==> src/rtl/sram_port_arbiter_pkg.sv <==
// Shared types for the SRAM port arbiter: response-owner encoding and default bus widths.
package sram_port_arbiter_pkg;

  localparam int SRAM_AW = 32;
  localparam int SRAM_DW = 32;

  typedef enum logic [1:0] {
    RESP_NONE = 2'd0,
    RESP_INST = 2'd1,
    RESP_DATA = 2'd2
  } resp_owner_e;

endpackage

==> src/rtl/sram_port_arbiter_if.sv <==
// Fetch/EX request buses plus the SRAM port; slave = arbiter side, master = requesters and SRAM.
interface sram_port_arbiter_if
  import sram_port_arbiter_pkg::*;
#(
  parameter int AW = SRAM_AW,
  parameter int DW = SRAM_DW
);
  logic              inst_req;
  logic [AW-1:0]     inst_addr;
  logic              inst_addr_ok;
  logic              inst_data_ok;
  logic [DW-1:0]     inst_rdata;

  logic              data_req;
  logic              data_wr;
  logic [DW/8-1:0]   data_wstrb;
  logic [AW-1:0]     data_addr;
  logic [DW-1:0]     data_wdata;
  logic              data_addr_ok;
  logic              data_data_ok;
  logic [DW-1:0]     data_rdata;

  logic              sram_en;
  logic [DW/8-1:0]   sram_wen;
  logic [AW-1:0]     sram_addr;
  logic [DW-1:0]     sram_wdata;
  logic [DW-1:0]     sram_rdata;

  modport slave (
    input  inst_req, inst_addr,
    output inst_addr_ok, inst_data_ok, inst_rdata,
    input  data_req, data_wr, data_wstrb, data_addr, data_wdata,
    output data_addr_ok, data_data_ok, data_rdata,
    output sram_en, sram_wen, sram_addr, sram_wdata,
    input  sram_rdata
  );

  modport master (
    output inst_req, inst_addr,
    input  inst_addr_ok, inst_data_ok, inst_rdata,
    output data_req, data_wr, data_wstrb, data_addr, data_wdata,
    input  data_addr_ok, data_data_ok, data_rdata,
    input  sram_en, sram_wen, sram_addr, sram_wdata,
    output sram_rdata
  );

endinterface

==> src/rtl/sram_port_arbiter_starve.sv <==
// Inst-starvation counter: counts data wins while fetch waits, raises force_inst at STARVE_MAX.
// Clears on any inst grant or when fetch drops its request.
module sram_arb_starve_ctr #(
  parameter int STARVE_MAX = 4
) (
  input  logic clk,
  input  logic reset,
  input  logic inst_req,
  input  logic inst_gnt,
  input  logic data_gnt,
  output logic force_inst
);

  localparam int CW = $clog2(STARVE_MAX + 1);

  logic [CW-1:0] starve_cnt;

  always_ff @(posedge clk) begin
    if (reset) begin
      starve_cnt <= '0;
    end else if (!inst_req || inst_gnt) begin
      starve_cnt <= '0;
    end else if (data_gnt) begin
      starve_cnt <= starve_cnt + CW'(1);
    end
  end

  assign force_inst = (starve_cnt == CW'(STARVE_MAX));

endmodule

==> src/rtl/sram_port_arbiter.sv <==
// Single-port SRAM shared by fetch and EX; data has priority, responses return exactly 1 cycle after addr_ok.
// Optional fetch starvation guard under `SRAM_ARB_STARVE_GUARD_EN.
module sram_port_arbiter
  import sram_port_arbiter_pkg::*;
#(
  parameter int AW         = SRAM_AW,
  parameter int DW         = SRAM_DW,
  parameter int STARVE_MAX = 4
) (
  input  logic               clk,
  input  logic               reset,
  sram_port_arbiter_if.slave bus
);

  logic            gnt_inst;
  logic            gnt_data;
  logic            force_inst;
  logic [AW-1:0]   addr_mux;
  logic [DW/8-1:0] wen_mux;
  resp_owner_e     resp_owner;
  resp_owner_e     resp_owner_nxt;

`ifdef SRAM_ARB_STARVE_GUARD_EN
  sram_arb_starve_ctr #(
    .STARVE_MAX (STARVE_MAX)
  ) u_starve (
    .clk        (clk),
    .reset      (reset),
    .inst_req   (bus.inst_req),
    .inst_gnt   (gnt_inst),
    .data_gnt   (gnt_data),
    .force_inst (force_inst)
  );
`else
  logic starve_max_unused;
  assign starve_max_unused = |STARVE_MAX;
  assign force_inst        = 1'b0;
`endif

  // Forced fetch only steals the slot when fetch is actually asking.
  assign gnt_data = bus.data_req && !(force_inst && bus.inst_req);
  assign gnt_inst = bus.inst_req && !gnt_data;

  assign bus.inst_addr_ok = gnt_inst;
  assign bus.data_addr_ok = gnt_data;

  assign addr_mux = gnt_data ? bus.data_addr : bus.inst_addr;
  assign wen_mux  = (gnt_data && bus.data_wr) ? bus.data_wstrb : '0;

  assign bus.sram_en    = gnt_inst || gnt_data;
  assign bus.sram_wen   = wen_mux;
  assign bus.sram_addr  = addr_mux;
  assign bus.sram_wdata = bus.data_wdata;

  always_ff @(posedge clk) begin
    if (reset) begin
      resp_owner <= RESP_NONE;
    end else begin
      resp_owner <= resp_owner_nxt;
    end
  end

  always_comb begin
    resp_owner_nxt = RESP_NONE;
    if (gnt_data) begin
      resp_owner_nxt = RESP_DATA;
    end else if (gnt_inst) begin
      resp_owner_nxt = RESP_INST;
    end
  end

  // Gated by reset so a response in flight is dropped even while reset is held.
  assign bus.inst_data_ok = (resp_owner == RESP_INST) && !reset;
  assign bus.data_data_ok = (resp_owner == RESP_DATA) && !reset;
  assign bus.inst_rdata   = bus.sram_rdata;
  assign bus.data_rdata   = bus.sram_rdata;

endmodule

==> src/flat_wrapper.sv <==
// flat-port wrapper written by rule: the top's interface ports become plain ports
module sram_port_arbiter_flat import sram_port_arbiter_pkg::*;
#(
  parameter int AW         = SRAM_AW,
  parameter int DW         = SRAM_DW,
  parameter int STARVE_MAX = 4
)
  (clk, reset, bus_inst_req, bus_inst_addr, bus_inst_addr_ok, bus_inst_data_ok, bus_inst_rdata, bus_data_req, bus_data_wr, bus_data_wstrb, bus_data_addr, bus_data_wdata, bus_data_addr_ok, bus_data_data_ok, bus_data_rdata, bus_sram_en, bus_sram_wen, bus_sram_addr, bus_sram_wdata, bus_sram_rdata);
  sram_port_arbiter_if #(.AW(AW), .DW(DW)) bus_i ();
  input  logic clk;
  input  logic reset;
  input wire logic [$bits(bus_i.inst_req)-1:0] bus_inst_req;
  input wire logic [$bits(bus_i.inst_addr)-1:0] bus_inst_addr;
  output wire logic [$bits(bus_i.inst_addr_ok)-1:0] bus_inst_addr_ok;
  output wire logic [$bits(bus_i.inst_data_ok)-1:0] bus_inst_data_ok;
  output wire logic [$bits(bus_i.inst_rdata)-1:0] bus_inst_rdata;
  input wire logic [$bits(bus_i.data_req)-1:0] bus_data_req;
  input wire logic [$bits(bus_i.data_wr)-1:0] bus_data_wr;
  input wire logic [$bits(bus_i.data_wstrb)-1:0] bus_data_wstrb;
  input wire logic [$bits(bus_i.data_addr)-1:0] bus_data_addr;
  input wire logic [$bits(bus_i.data_wdata)-1:0] bus_data_wdata;
  output wire logic [$bits(bus_i.data_addr_ok)-1:0] bus_data_addr_ok;
  output wire logic [$bits(bus_i.data_data_ok)-1:0] bus_data_data_ok;
  output wire logic [$bits(bus_i.data_rdata)-1:0] bus_data_rdata;
  output wire logic [$bits(bus_i.sram_en)-1:0] bus_sram_en;
  output wire logic [$bits(bus_i.sram_wen)-1:0] bus_sram_wen;
  output wire logic [$bits(bus_i.sram_addr)-1:0] bus_sram_addr;
  output wire logic [$bits(bus_i.sram_wdata)-1:0] bus_sram_wdata;
  input wire logic [$bits(bus_i.sram_rdata)-1:0] bus_sram_rdata;
  assign bus_i.inst_req = bus_inst_req;
  assign bus_i.inst_addr = bus_inst_addr;
  assign bus_inst_addr_ok = bus_i.inst_addr_ok;
  assign bus_inst_data_ok = bus_i.inst_data_ok;
  assign bus_inst_rdata = bus_i.inst_rdata;
  assign bus_i.data_req = bus_data_req;
  assign bus_i.data_wr = bus_data_wr;
  assign bus_i.data_wstrb = bus_data_wstrb;
  assign bus_i.data_addr = bus_data_addr;
  assign bus_i.data_wdata = bus_data_wdata;
  assign bus_data_addr_ok = bus_i.data_addr_ok;
  assign bus_data_data_ok = bus_i.data_data_ok;
  assign bus_data_rdata = bus_i.data_rdata;
  assign bus_sram_en = bus_i.sram_en;
  assign bus_sram_wen = bus_i.sram_wen;
  assign bus_sram_addr = bus_i.sram_addr;
  assign bus_sram_wdata = bus_i.sram_wdata;
  assign bus_i.sram_rdata = bus_sram_rdata;
  sram_port_arbiter #(.AW(AW), .DW(DW), .STARVE_MAX(STARVE_MAX)) u_core (.clk(clk), .reset(reset), .bus(bus_i));
endmodule
==> config.mk <==
export PLATFORM = sky130hd
export DESIGN_NAME = sram_port_arbiter_flat
export DESIGN_NICKNAME = d
export VERILOG_FILES = /design/src/rtl/sram_port_arbiter_pkg.sv /design/src/rtl/sram_port_arbiter_if.sv /design/src/rtl/sram_port_arbiter_starve.sv /design/src/rtl/sram_port_arbiter.sv /design/src/flat_wrapper.sv
export SDC_FILE = /design/constraint.sdc
export NUM_CORES = 1
export LEC_CHECK = 0
export CORE_AREA = 2 2 106 108
export DETAILED_ROUTE_END_ITERATION = 6
export DIE_AREA = 0 0 108 110
export SLEW_MARGIN = 25
export SYNTH_ARGS = -nofsm -noshare
export SYNTH_HDL_FRONTEND = slang
export SYNTH_SLANG_ARGS = --single-unit
==> constraint.sdc <==
create_clock -name clk -period 1 [get_ports clk]
set_input_delay 0.15 -clock clk [delete_from_list [all_inputs] [get_ports clk]]
set_output_delay 0.15 -clock clk [all_outputs]
set_load 0.005 [all_outputs]
==> results_tabular.tex <==
\begin{tabular}{lr}
\hline
Metric & Value \\
\hline
\multicolumn{2}{l}{\textbf{CTS}} \\
\quad TritonCTS clock tree & yes \\
\quad Number of buffers added by the clock tree synthesis step & 3 \\
\quad Largest buffer count on any clock path & 2 \\
\quad Number of levels the H-tree was split into & 1 \\
\quad Cell at the root of the clock tree & sky130\_fd\_sc\_hd\_\_clkbuf\_8 \\
\quad CTS Hold Buffers Added & 0 \\
\quad Number of clock sinks & 2 \\
\multicolumn{2}{l}{\textbf{Power}} \\
\quad Clk network pwr share & 0.247 \\
\quad Net Sw Frac & 0.252 \\
\quad Fraction of power consumed by combinational cells & 0.683 \\
\quad PD cells & 584 nW/um2 \\
\quad Part of the total power dissipated in sequential elements & 0.070 \\
\quad Leak Pwr & 1.10 nW \\
\quad Sw power & 317 uW \\
\quad Pint & 939 uW \\
\quad Worst IR Drop VDD & 0.426 mV \\
\quad Post-route total power & 1.26 mW \\
\multicolumn{2}{l}{\textbf{Global routing}} \\
\quad Initial antenna violation count & 0 \\
\quad Tot GR Track Use & 0.0716 \\
\quad Wire length of the first global-routing pass & approximately 6.4 mm \\
\quad Total congestion overflow after global routing & 0 \\
\quad Pin count of the biggest net entering global routing & 8 \\
\quad Vias in the first global route & 1104 \\
\multicolumn{2}{l}{\textbf{Worst setup path}} \\
\quad CP cell instances & buf\_16 > buf\_12 > buf\_12 > mux2\_4 > buf\_6 \\
\quad Kind of end point of the critical path & primary output \\
\quad Sort of element at the start of the critical path & primary input \\
\quad Standard cell with the maximum stage delay on the critical path & sky130\_fd\_sc\_hd\_\_mux2\_4 \\
\quad Crit Path Class & in2out \\
\quad Cell type with the highest occurrence count on the critical path & sky130\_fd\_sc\_hd\_\_buf\_12 \\
\quad Largest fanout on the critical path & 7 \\
\quad Required time worst endpoint & 0.85 ns \\
\quad End point of the critical path & bus\_sram\_addr[28] \\
\quad Delay contributed by the slowest stage of the critical path & 0.32 ns \\
\quad Data arrival time of the worst path & 1.00 ns \\
\quad CP Launch Point & bus\_data\_req \\
\multicolumn{2}{l}{\textbf{Floorplanning}} \\
\quad Horizontal die dimension & 108 um \\
\quad Die ar. & 11900 um2 \\
\quad Y dimension of the die & roughly 110 um \\
\quad Starting Density & 0.116 \\
\quad Top-Level Pins & about 270 \\
\quad Total core area & 10700 um2 \\
\quad Number of placement rows & 38 \\
\multicolumn{2}{l}{\textbf{Synth}} \\
\quad Number of distinct library cells after synthesis & 8 \\
\quad Flop and latch count out of synthesis & 2 \\
\quad Fraction of post-synthesis cell area in the top cell type by area & 0.587 \\
\quad Leading cell types by total area after synthesis & sky130\_fd\_sc\_hd\_\_buf\_4 59\%, sky130\_fd\_sc\_hd\_\_mux2\_2 29\%, sky130\_fd\_sc\_hd\_\_buf\_6 3.6\% \\
\quad Yosys synthesis warning count & 0 \\
\quad Instance count of the mapped netlist & 145 \\
\quad Ys async rst share & 0 \\
\quad Mean cell area of the mapped netlist & 8.55 um2 \\
\quad Number of synthesized flops with an enable pin & 0 \\
\quad Most numerous cell types in the synthesized netlist & 97 x sky130\_fd\_sc\_hd\_\_buf\_4, 32 x sky130\_fd\_sc\_hd\_\_mux2\_2, 4 x sky130\_fd\_sc\_hd\_\_and3\_1, 4 x sky130\_fd\_sc\_hd\_\_buf\_6, 3 x sky130\_fd\_sc\_hd\_\_nor3b\_1 \\
\quad Top FF cell, synth & sky130\_fd\_sc\_hd\_\_dfxtp\_1 \\
\quad Sequential area share after synthesis & 0.0323 \\
\quad Cell area after technology mapping & 1240 um2 \\
\quad Cell with the most instances after synthesis & sky130\_fd\_sc\_hd\_\_buf\_4 \\
\quad Number of nets produced by synthesis & 282 \\
\quad Dominant cell type by area after synthesis & sky130\_fd\_sc\_hd\_\_buf\_4 \\
\multicolumn{2}{l}{\textbf{Cells and area}} \\
\quad Fill cell total of the finished layout & 1200 \\
\quad Share of layout cells above drive strength 1 & 0.557 \\
\quad Largest registers & u\_core.resp\_owner x2 \\
\quad \# nets final & 313 \\
\quad Largest register by flop count & u\_core.resp\_owner \\
\quad Sequential cell area & 42.5 um2 \\
\quad Area grow syn2layout & 73.4\% \\
\quad Design Area, Final & 2150 um2 \\
\quad Total inserted antenna cells & 0 \\
\quad Number of flip-flops under the largest register name & 2 \\
\quad Area taken by multi-input logic gates & 567 um2 \\
\multicolumn{2}{l}{\textbf{Worst hold path}} \\
\quad Class of the most critical hold timing path & in2out \\
\quad Hold Path Origin & bus\_data\_wdata[11] \\
\quad Depth of the worst hold-timing path & 0 \\
\multicolumn{2}{l}{\textbf{Detailed routing}} \\
\quad Metal2 WL & roughly 2.1 mm \\
\quad Total wirelength of the detailed-routed design & 4.54 mm \\
\quad Iteration count of the initial detailed-routing pass & 3 \\
\quad Total via count in the routed design & $\sim$1000 \\
\quad DRC violation count after routing & 0 \\
\quad WL per Instance & 14.5 um \\
\quad Vias per cell & 3.12 \\
\quad DRT met1 WL & 1.93 mm \\
\quad Wire length on met3 & 437 um \\
\quad Number of DRC markers after the initial detailed-route iteration & 22 \\
\quad Top sig layer & met4 \\
\quad Number of routed nets with antenna violations & 0 \\
\multicolumn{2}{l}{\textbf{Flow run}} \\
\quad MaxCap Viol Count & 0 \\
\multicolumn{2}{l}{\textbf{Timing}} \\
\quad Achievable frequency & 873 MHz \\
\quad Final setup margin & -0.146 ns \\
\quad Setup repair after global routing missed its margin & yes \\
\quad Final Hold Fails & 0 \\
\quad Max Slew Vio Count & 0 \\
\quad Slew at the pin closest to its max-slew limit & 0.169 ns \\
\quad Min cycle time layout & 1.15 ns \\
\quad Max-slew headroom at the worst pin & 0.888 \\
\quad Count of final setup violators & 25 \\
\quad Period utilisation layout & 1.15 \\
\multicolumn{2}{l}{\textbf{Place}} \\
\quad Routability congestion estimate & 0.733 \\
\quad Area after DPL & 1820 um2 \\
\quad Quantity of I/O buffers inserted on ports & 113 \\
\quad Sum of net half-perimeters after detailed placement & 3.15 mm \\
\multicolumn{2}{l}{\textbf{Status}} \\
\quad Outcome & complete, but fails checks \\
\quad Failing checks & negative setup slack \\
\hline
\end{tabular}
[placed cells by master, fill, tap and decap left out, drive strengths merged]
cell and n:
and3 4, clkbuf 3, nor2b 2, dfxtp 2, buf 55, or2 1, dlygate4sd2 70, nor3b 3
dlymetal6s2s 2, mux2 32
[kinds of logic after synthesis]
group | count (synthesis) | synth area share
and+or+nand+nor | 10 | 0.0535
buffers and inverters | 101 | 0.624
muxes | 32 | 0.291
DFF | 2 | 0.0323
[stage by stage]
step	hold WS, ns	TNS [ns]	cells	util	setup slack, ns
after floorplan	0.222	0	145	-	0.251
after global placement	0.300	-17.64	300	0.170	-0.517
after detailed placement	0.300	-17.72	300	0.170	-0.489
after CTS	0.300	-1.51	311	0.198	-0.148
after global routing	0.300	-1.68	314	0.201	-0.149
final	0.300	-1.18	314	0.201	-0.146
[how the worst min path moves through the flow]
stage,slack (ns),end
after floorplan,0.22,u_core.resp_owner[1]
after global placement,0.30,bus_sram_wdata[21]
after detailed placement,0.30,bus_sram_wdata[21]
after CTS,0.30,bus_sram_wdata[21]
after global routing,0.30,bus_sram_wdata[13]
final,0.30,bus_sram_wdata[11]
[metal layers]
layer  track usage  vias to the layer above
met3        0.0259                       19
met4        0.0311                        0
met2         0.103                       83
met1        0.0958                      442
met5             0                        -
li1              -                      436
[worst max-delay path, delay by kind of cell]
kind                   cells  cell delay [ns]
buffers and inverters      4             0.52
muxes                      1             0.32
[timing repair]
action	in CTS	in global routing
cloned	5	0
gates resized for setup	309	8
setup endpoints to repair	41	35
setup buffers	3	5
pin swaps	3	1
[area by class of cell]
type,instances,area share
repair buffers,127,0.616
multi-input cells,42,0.264
flip-flops and latches,2,0.0198
clock buffers,3,0.0192
well taps,140,0.0815
[power by group through the flow]
stage                     clock [mW]  sequential, mW  combinational (mW)
final                          0.310          0.0874               0.858
after global routing           0.344          0.0877               0.908
after CTS                      0.324          0.0870               0.858
after detailed placement           0          0.0871               0.732
after global placement             0          0.0868               0.729
after floorplan                    0          0.0864               0.497
Note: power is estimated with default switching activity, not from simulation.
